File: src/rtl/csr_unit.sv
// csr_unit: machine-mode CSR file behind a two-state IDLE/ACCESS handshake, with trap/mret hooks.
// Define CSR_COUNTERS_EN to add the 64-bit mcycle counter (0xB00, plus mcycleh at 0xB80 for 32-bit).
module csr_unit #(
  parameter int CSR_DATA_WIDTH = 32,
  parameter int CSR_ADDR_WIDTH = 12,
  parameter logic [CSR_DATA_WIDTH-1:0] HART_ID = '0,
  parameter logic [CSR_DATA_WIDTH-1:0] MTVEC_RESET = '0
) (
  input  logic                      clk_i,
  input  logic                      rst_i,
  input  logic                      csr_en_i,
  input  logic [1:0]                csr_op_i,
  input  logic [CSR_ADDR_WIDTH-1:0] csr_addr_i,
  input  logic [CSR_DATA_WIDTH-1:0] csr_data_i,
  output logic [CSR_DATA_WIDTH-1:0] csr_data_o,
  output logic                      csr_busy_o,
  output logic                      csr_done_o,
  output logic                      csr_exists_o,
  output logic                      csr_ro_o,
  input  logic                      trap_i,
  input  logic [CSR_DATA_WIDTH-1:0] trap_cause_i,
  input  logic [CSR_DATA_WIDTH-1:0] trap_pc_i,
  input  logic [CSR_DATA_WIDTH-1:0] trap_val_i,
  input  logic                      mret_i,
  input  logic [1:0]                irq_i,
  output logic [CSR_DATA_WIDTH-1:0] mtvec_o,
  output logic [CSR_DATA_WIDTH-1:0] mepc_o,
  output logic                      irq_pending_o
);

  localparam int W  = CSR_DATA_WIDTH;
  localparam int AW = CSR_ADDR_WIDTH;

  localparam logic [AW-1:0] ADDR_MSTATUS   = AW'(12'h300);
  localparam logic [AW-1:0] ADDR_MISA      = AW'(12'h301);
  localparam logic [AW-1:0] ADDR_MIE       = AW'(12'h304);
  localparam logic [AW-1:0] ADDR_MTVEC     = AW'(12'h305);
  localparam logic [AW-1:0] ADDR_MSCRATCH  = AW'(12'h340);
  localparam logic [AW-1:0] ADDR_MEPC      = AW'(12'h341);
  localparam logic [AW-1:0] ADDR_MCAUSE    = AW'(12'h342);
  localparam logic [AW-1:0] ADDR_MTVAL     = AW'(12'h343);
  localparam logic [AW-1:0] ADDR_MIP       = AW'(12'h344);
  localparam logic [AW-1:0] ADDR_MTAGS     = AW'(12'h7C0);
  localparam logic [AW-1:0] ADDR_MVENDORID = AW'(12'hF11);
  localparam logic [AW-1:0] ADDR_MARCHID   = AW'(12'hF12);
  localparam logic [AW-1:0] ADDR_MHARTID   = AW'(12'hF14);
`ifdef CSR_COUNTERS_EN
  localparam logic [AW-1:0] ADDR_MCYCLE    = AW'(12'hB00);
  localparam logic [AW-1:0] ADDR_MCYCLEH   = AW'(12'hB80);
`endif

  localparam logic [1:0] MXL = (W == 64) ? 2'd2 : 2'd1;

  typedef enum logic {IDLE, ACCESS} state_t;

  state_t         state;
  logic [1:0]     op_q;
  logic [AW-1:0]  addr_q;
  logic [W-1:0]   wdata_q;

  logic           st_mie;
  logic           st_mpie;
  logic [1:0]     mie_q;
  logic [1:0]     mip_q;
  logic [W-1:0]   mtvec_q;
  logic [W-1:0]   mscratch_q;
  logic [W-1:0]   mepc_q;
  logic [W-1:0]   mcause_q;
  logic [W-1:0]   mtval_q;
  logic [W-1:0]   mtags_q;
`ifdef CSR_COUNTERS_EN
  logic [63:0]    mcycle_q;
`endif

  logic [W-1:0]   rdata;
  logic           hit;
  logic           ro_addr;
  logic [W-1:0]   wval;
  logic           do_write;

  // mie/mip keep only bit 7 (timer, index 0) and bit 11 (external, index 1).
  always_comb begin
    rdata = '0;
    hit   = 1'b1;
    case (addr_q)
      ADDR_MSTATUS: begin
        rdata[12:11] = 2'b11;
        rdata[7]     = st_mpie;
        rdata[3]     = st_mie;
      end
      ADDR_MISA: begin
        rdata[W-1:W-2] = MXL;
        rdata[8]       = 1'b1;
      end
      ADDR_MIE: begin
        rdata[7]  = mie_q[0];
        rdata[11] = mie_q[1];
      end
      ADDR_MTVEC:    rdata = mtvec_q;
      ADDR_MSCRATCH: rdata = mscratch_q;
      ADDR_MEPC:     rdata = mepc_q;
      ADDR_MCAUSE:   rdata = mcause_q;
      ADDR_MTVAL:    rdata = mtval_q;
      ADDR_MIP: begin
        rdata[7]  = mip_q[0];
        rdata[11] = mip_q[1];
      end
      ADDR_MTAGS:    rdata = mtags_q;
      ADDR_MVENDORID, ADDR_MARCHID: rdata = '0;
      ADDR_MHARTID:  rdata = HART_ID;
`ifdef CSR_COUNTERS_EN
      ADDR_MCYCLE:   rdata = W'(mcycle_q);
      ADDR_MCYCLEH: begin
        if (W == 32) rdata = W'(mcycle_q[63:32]);
        else         hit   = 1'b0;
      end
`endif
      default:       hit = 1'b0;
    endcase
  end

  always_comb begin
    wval = rdata;
    case (op_q)
      2'd0:    wval = wdata_q;
      2'd1:    wval = rdata | wdata_q;
      2'd2:    wval = rdata & ~wdata_q;
      default: wval = rdata;
    endcase
  end

  assign ro_addr       = (addr_q[11:10] == 2'b11);
  assign do_write      = (state == ACCESS) && (op_q != 2'd3) && hit && !ro_addr;
  assign mtvec_o       = mtvec_q;
  assign mepc_o        = mepc_q;
  assign irq_pending_o = st_mie & |(mip_q & mie_q);

  // Request fields are frozen at acceptance; results and done appear as ACCESS closes.
  always_ff @(posedge clk_i) begin
    if (rst_i) begin
      state        <= IDLE;
      op_q         <= 2'd3;
      addr_q       <= '0;
      wdata_q      <= '0;
      csr_busy_o   <= 1'b0;
      csr_done_o   <= 1'b0;
      csr_data_o   <= '0;
      csr_exists_o <= 1'b0;
      csr_ro_o     <= 1'b0;
    end else begin
      csr_done_o <= 1'b0;
      case (state)
        IDLE: begin
          if (csr_en_i) begin
            op_q       <= csr_op_i;
            addr_q     <= csr_addr_i;
            wdata_q    <= csr_data_i;
            csr_busy_o <= 1'b1;
            state      <= ACCESS;
          end
        end
        ACCESS: begin
          csr_data_o   <= rdata;
          csr_exists_o <= hit;
          csr_ro_o     <= ro_addr;
          csr_done_o   <= 1'b1;
          csr_busy_o   <= 1'b0;
          state        <= IDLE;
        end
        default: state <= IDLE;
      endcase
    end
  end

  // Trap/mret updates come after the software write so they take precedence on shared fields.
  always_ff @(posedge clk_i) begin
    if (rst_i) begin
      st_mie     <= 1'b0;
      st_mpie    <= 1'b0;
      mie_q      <= 2'b00;
      mip_q      <= 2'b00;
      mtvec_q    <= {MTVEC_RESET[W-1:2], 2'b00};
      mscratch_q <= '0;
      mepc_q     <= '0;
      mcause_q   <= '0;
      mtval_q    <= '0;
      mtags_q    <= '0;
`ifdef CSR_COUNTERS_EN
      mcycle_q   <= '0;
`endif
    end else begin
      mip_q <= irq_i;
`ifdef CSR_COUNTERS_EN
      mcycle_q <= mcycle_q + 64'd1;
`endif
      if (do_write) begin
        case (addr_q)
          ADDR_MSTATUS: begin
            st_mie  <= wval[3];
            st_mpie <= wval[7];
          end
          ADDR_MIE:      mie_q      <= {wval[11], wval[7]};
          ADDR_MTVEC:    mtvec_q    <= {wval[W-1:2], 2'b00};
          ADDR_MSCRATCH: mscratch_q <= wval;
          ADDR_MEPC:     mepc_q     <= {wval[W-1:2], 2'b00};
          ADDR_MCAUSE:   mcause_q   <= wval;
          ADDR_MTVAL:    mtval_q    <= wval;
          ADDR_MTAGS:    mtags_q    <= wval;
`ifdef CSR_COUNTERS_EN
          ADDR_MCYCLE: begin
            if (W == 64) mcycle_q <= 64'(wval);
            else         mcycle_q <= {mcycle_q[63:32], wval[31:0]};
          end
          ADDR_MCYCLEH:  mcycle_q <= {wval[31:0], mcycle_q[31:0]};
`endif
          default: ;
        endcase
      end
      if (trap_i) begin
        mepc_q   <= {trap_pc_i[W-1:2], 2'b00};
        mcause_q <= trap_cause_i;
        mtval_q  <= trap_val_i;
        st_mpie  <= st_mie;
        st_mie   <= 1'b0;
      end else if (mret_i) begin
        st_mie  <= st_mpie;
        st_mpie <= 1'b1;
      end
    end
  end

endmodule

File: config.mk
export PLATFORM = sky130hd
export DESIGN_NAME = csr_unit
export DESIGN_NICKNAME = d
export VERILOG_FILES = /design/src/rtl/csr_unit.sv
export SDC_FILE = /design/constraint.sdc
export NUM_CORES = 1
export LEC_CHECK = 0
export ABC_AREA = 1
export BUFFER_PORTS_ARGS = -buffer_cell sky130_fd_sc_hd__buf_4
export CAP_MARGIN = 20
export CORE_MARGIN = 5
export CORE_UTILIZATION = 40
export DETAILED_ROUTE_END_ITERATION = 12
export HOLD_SLACK_MARGIN = 0.05
export SYNTH_ARGS = -nofsm -noshare
export SYNTH_HDL_FRONTEND = slang
export SYNTH_SLANG_ARGS = --single-unit
File: constraint.sdc
create_clock -name clk_i -period 2.6 [get_ports clk_i]
set_input_delay 0 -clock clk_i [delete_from_list [all_inputs] [get_ports clk_i]]
set_output_delay 0 -clock clk_i [all_outputs]
set_load 0.01 [all_outputs]
==> impl_metrics.env <==
export IMPL_cp_depth=16
export IMPL_synth_top_area_cell="dfxtp_1"
export IMPL_cp_start_kind="flop"
export IMPL_path_buf_inv=2
export IMPL_ys_flop_type="dfxtp_1"
export IMPL_io_pins=250
export IMPL_clock_latency_ps=570
export IMPL_top_usage_layer="met1"
export IMPL_rr_worst_depth=16
export IMPL_fp_dieH_um=194
export IMPL_placed_cells=2693
export IMPL_diodes=0
export IMPL_arrival_ps=2840
export IMPL_use_met1_pct=40.6
export IMPL_start_util_pct=40.3
export IMPL_cpMostUsedCell="nand2_1"
export IMPL_seqCellArea_um2=5550
export IMPL_grt_pass1_vias=13800
export IMPL_post_route_drc_count=0
export IMPL_cp_end_kind="flop"
export IMPL_whs_ps=186
export IMPL_grt_use_met3_pct=5.77
export IMPL_drv_cap=0
export IMPL_cts_buffer_depth=3
export IMPL_clkTransAtPathRegs_ps=60
export IMPL_grt_util_met2_pct=38.2
export IMPL_synth_top_area_share_pct=41.1
export IMPL_gp_congestion=0.904
export IMPL_multi_input_area_um2=6840
export IMPL_clkPwrFrac_pct=44.9
export IMPL_drive_gt1_share_pct=18.4
export IMPL_yosys_area_share_simple_pct=37.5
export IMPL_grt_max_degree=66
export IMPL_port_buffers=243
export IMPL_synthCells=2046
export IMPL_grt_overflow=0
export IMPL_synth_async_reset_ratio_pct=0
export IMPL_synthToLayoutAreaGrowth_pct=39.6
export IMPL_first_pass_iters=7
export IMPL_synth_adder_area_share_pct=0
export IMPL_synth_top_family_by_area="simple AND/OR/NAND/NOR gates"
export IMPL_nFillCells=3223
export IMPL_cts_tree="done"
export IMPL_rrSetupSlack_ps=180
export IMPL_synth_xor_area_share_pct=0
export IMPL_die_area_um2=37500
export IMPL_grt_pass1_wl_um=80300
export IMPL_slowest_delay_ps=420
export IMPL_comb_power_share_pct=11.8
export IMPL_crit_fanout=22
export IMPL_yosys_warnings=0
export IMPL_wl_per_cell_um=17.8
export IMPL_p_per_area_nw_per_um2=551
export IMPL_crit_reg2reg_launch="addr_q[10]"
export IMPL_antenna_left=0
export IMPL_muxShareOfSynthArea_pct=0
export IMPL_fin_crit_sh_pct=93.0
export IMPL_synth_compound_area_share_pct=13.0
export IMPL_leakagePower_nw=8.67
export IMPL_worst_pin_slew_ps=716
export IMPL_p_sw_mw=2.59
export IMPL_fmax_ghz=0.414
export IMPL_clock_sinks=277
export IMPL_nNetsFinal=2598
export IMPL_viasPerCell=5.06
export IMPL_ys_top_cells_by_area="dfxtp_1 41%, nand2_1 17%, nor2_1 9.2%, o21ai_0 6.9%, nand3_1 4.9%"
export IMPL_instances_no_fill=2920
export IMPL_numCtsBuffers=31
export IMPL_core_um2=33400
export IMPL_hold_path_class="in -> reg"
export IMPL_setup_ws_ps=183
export IMPL_synth_cell_type_count=35
export IMPL_internal_power_mw=7.78
export IMPL_hp_start="irq_i[1]"
export IMPL_r2r_end="mcause_q[5]"
export IMPL_synth_seq_area_share_pct=41.1
export IMPL_path_cells="inv_2 -> nand2_1 -> nor2_1 -> nand2_2 -> nor2_4 -> buf_12 -> nand2_1 -> nand2_1 -> nor2_1 -> nand2_1 -> nand2_1 -> nand2_1 -> nand2_1 -> nand2_1 -> nand2_1 -> a21oi_1"
export IMPL_drt_initial_drc_count=1480
export IMPL_cpLargestDelayFamily="simple AND/OR/NAND/NOR gates"
export IMPL_antenna_found_initial=0
export IMPL_dpl_instance_area_um2=16100
export IMPL_synth_edf_count=0
export IMPL_p_sw_share_pct=25.0
export IMPL_h_tree_depth=1
export IMPL_postLayoutCellArea_um2=18800
export IMPL_vdd_drop_max_v=0.000490
export IMPL_die_w_um=194
export IMPL_pwr_share_seq_pct=43.4
export IMPL_status="finished, final reports clean"
export IMPL_wirelength_um=52100
export IMPL_dpl_hpwl_um=37200
export IMPL_worst_endpoint_required_ps=3020
export IMPL_row_count=67
export IMPL_rsz0062_at_grt="false"
export IMPL_min_period_ps=2420
export IMPL_cp_startpoint="addr_q[10]"
export IMPL_cts_root_buffer_cell="clkbuf_16"
export IMPL_hold_viol=0
export IMPL_path_class="reg -> reg"
export IMPL_finalSetupViolations=0
export IMPL_critPathCapture="mcause_q[5]"
export IMPL_synth_seq_cells=277
export IMPL_tns_ps=0
export IMPL_slew_headroom_pct=52.3
export IMPL_synth_area_um2=13500
export IMPL_dr_total_vias=14800
export IMPL_finClkSkew_ps=14.7
export IMPL_syn_area_per_cell_um2=6.60
export IMPL_slowest_stage="dfxtp_1"
export IMPL_drv_slew=0
export IMPL_pre_cts_slack_ps=212
export IMPL_grt_usage_pct=26.5
worst reg2reg max path: stages, from the launching register on:
cell	delay [ps]
dfxtp_1	420
inv_2	80
nand2_1	60
nor2_1	60
nand2_2	190
nor2_4	60
buf_12	160
nand2_1	80
nand2_1	50
nor2_1	290
nand2_1	160
nand2_1	90
nand2_1	140
nand2_1	220
nand2_1	100
nand2_1	70
a21oi_1	50
Yosys cell counts, types with 2 or more instances:
master and instances:
buf_1 6, buf_4 24, a22o_1 31, buf_2 16, clkbuf_1 73, clkinv_1 3, or2_2 6, nand2_4 5
nand3_1 132, nor3_1 60, nor2_4 8, a21oi_1 67, nand2_2 12, o211ai_1 2, dfxtp_1 277, nor2_2 8
o21ai_1 25, nand3_2 2, nor2_1 329, inv_2 12, o21ai_0 187, inv_4 4, nand3_4 5, nand2_1 606
or2_1 22, inv_1 101, a21oi_2 6, buf_6 10
sequential cells by signal (all words and copies together), names as in the netlist, 12 cells and up:
name and flops:
csr_data_o 32, mepc_o 30, mcause_q 32, mtval_q 32
wdata_q 32, mscratch_q 32, mtvec_o 30, addr_q 12
mtags_q 32
power groups by stage:
stage          registers (mW)  logic, mW  clock network (mW)
4_1_cts                  4.49       1.21                4.72
6_report                 4.50       1.22                4.66
5_1_grt                  4.51       1.34                4.89
3_3_place_gp             4.59      0.992                   0
3_5_place_dp             4.59       1.00                   0
2_1_floorplan            4.56      0.554                   0
cells in the final DEF, fill, tap and decap left out, types with 22 or more instances in the layout:
cell type / count
o21ai_1: 25
nor2_1: 326
inv_1: 100
a21oi_1: 67
dfxtp_1: 277
nor3_1: 60
buf_4: 313
a22o_1: 31
or2_1: 22
dlygate4sd3_1: 166
nand2_1: 605
nand3_1: 132
o21ai_0: 187
clkbuf_16: 31
per-stage QoR:
stage	total power [mW]	utilization (%)
5_1_grt	10.7	56.3
3_3_place_gp	5.58	48.0
6_report	10.4	56.3
3_5_place_dp	5.59	48.0
2_1_floorplan	5.12	-
4_1_cts	10.4	56.2
metal layers:
layer  share of wire [%]  up-vias
met5                   0        -
met4                 1.9        0
met3                 9.9       69
met2                  41      694
met1                  47     6700
li1                    -     7324
worst min path at each step:
stage / cells after the start / slack, ps / to
2_1_floorplan: 2 / 110 / mip_q[0]
3_3_place_gp: 3 / 210 / mip_q[0]
3_5_place_dp: 3 / 210 / mip_q[1]
4_1_cts: 4 / 180 / mip_q[0]
5_1_grt: 4 / 200 / mip_q[0]
6_report: 4 / 190 / mip_q[1]
cells by family after synthesis:
kind of cell	count (synthesis)
AOI/OAI and AO/OA	321
buffers and inverters	249
other	1
and+or+nand+nor	1198
DFF	277
area by class of cell:
| type | count | share of cell area (%) |
|---|---|---|
| well taps | 448 | 2.98 |
| multi-input cells | 1523 | 36.3 |
| inverters | 120 | 2.46 |
| clock buffers | 44 | 4.85 |
| repair buffers | 496 | 23.1 |
| flip-flops and latches | 277 | 29.4 |
| clock inverters | 12 | 0.870 |
repair_timing:
item                                    CTS  global route
hold buffers                            166             0
endpoints found under the setup margin    0            15
hold endpoints to repair                168             0
resized for setup                         0             1
setup buffers                             0             5
Note: power is estimated with default switching activity, not from simulation.
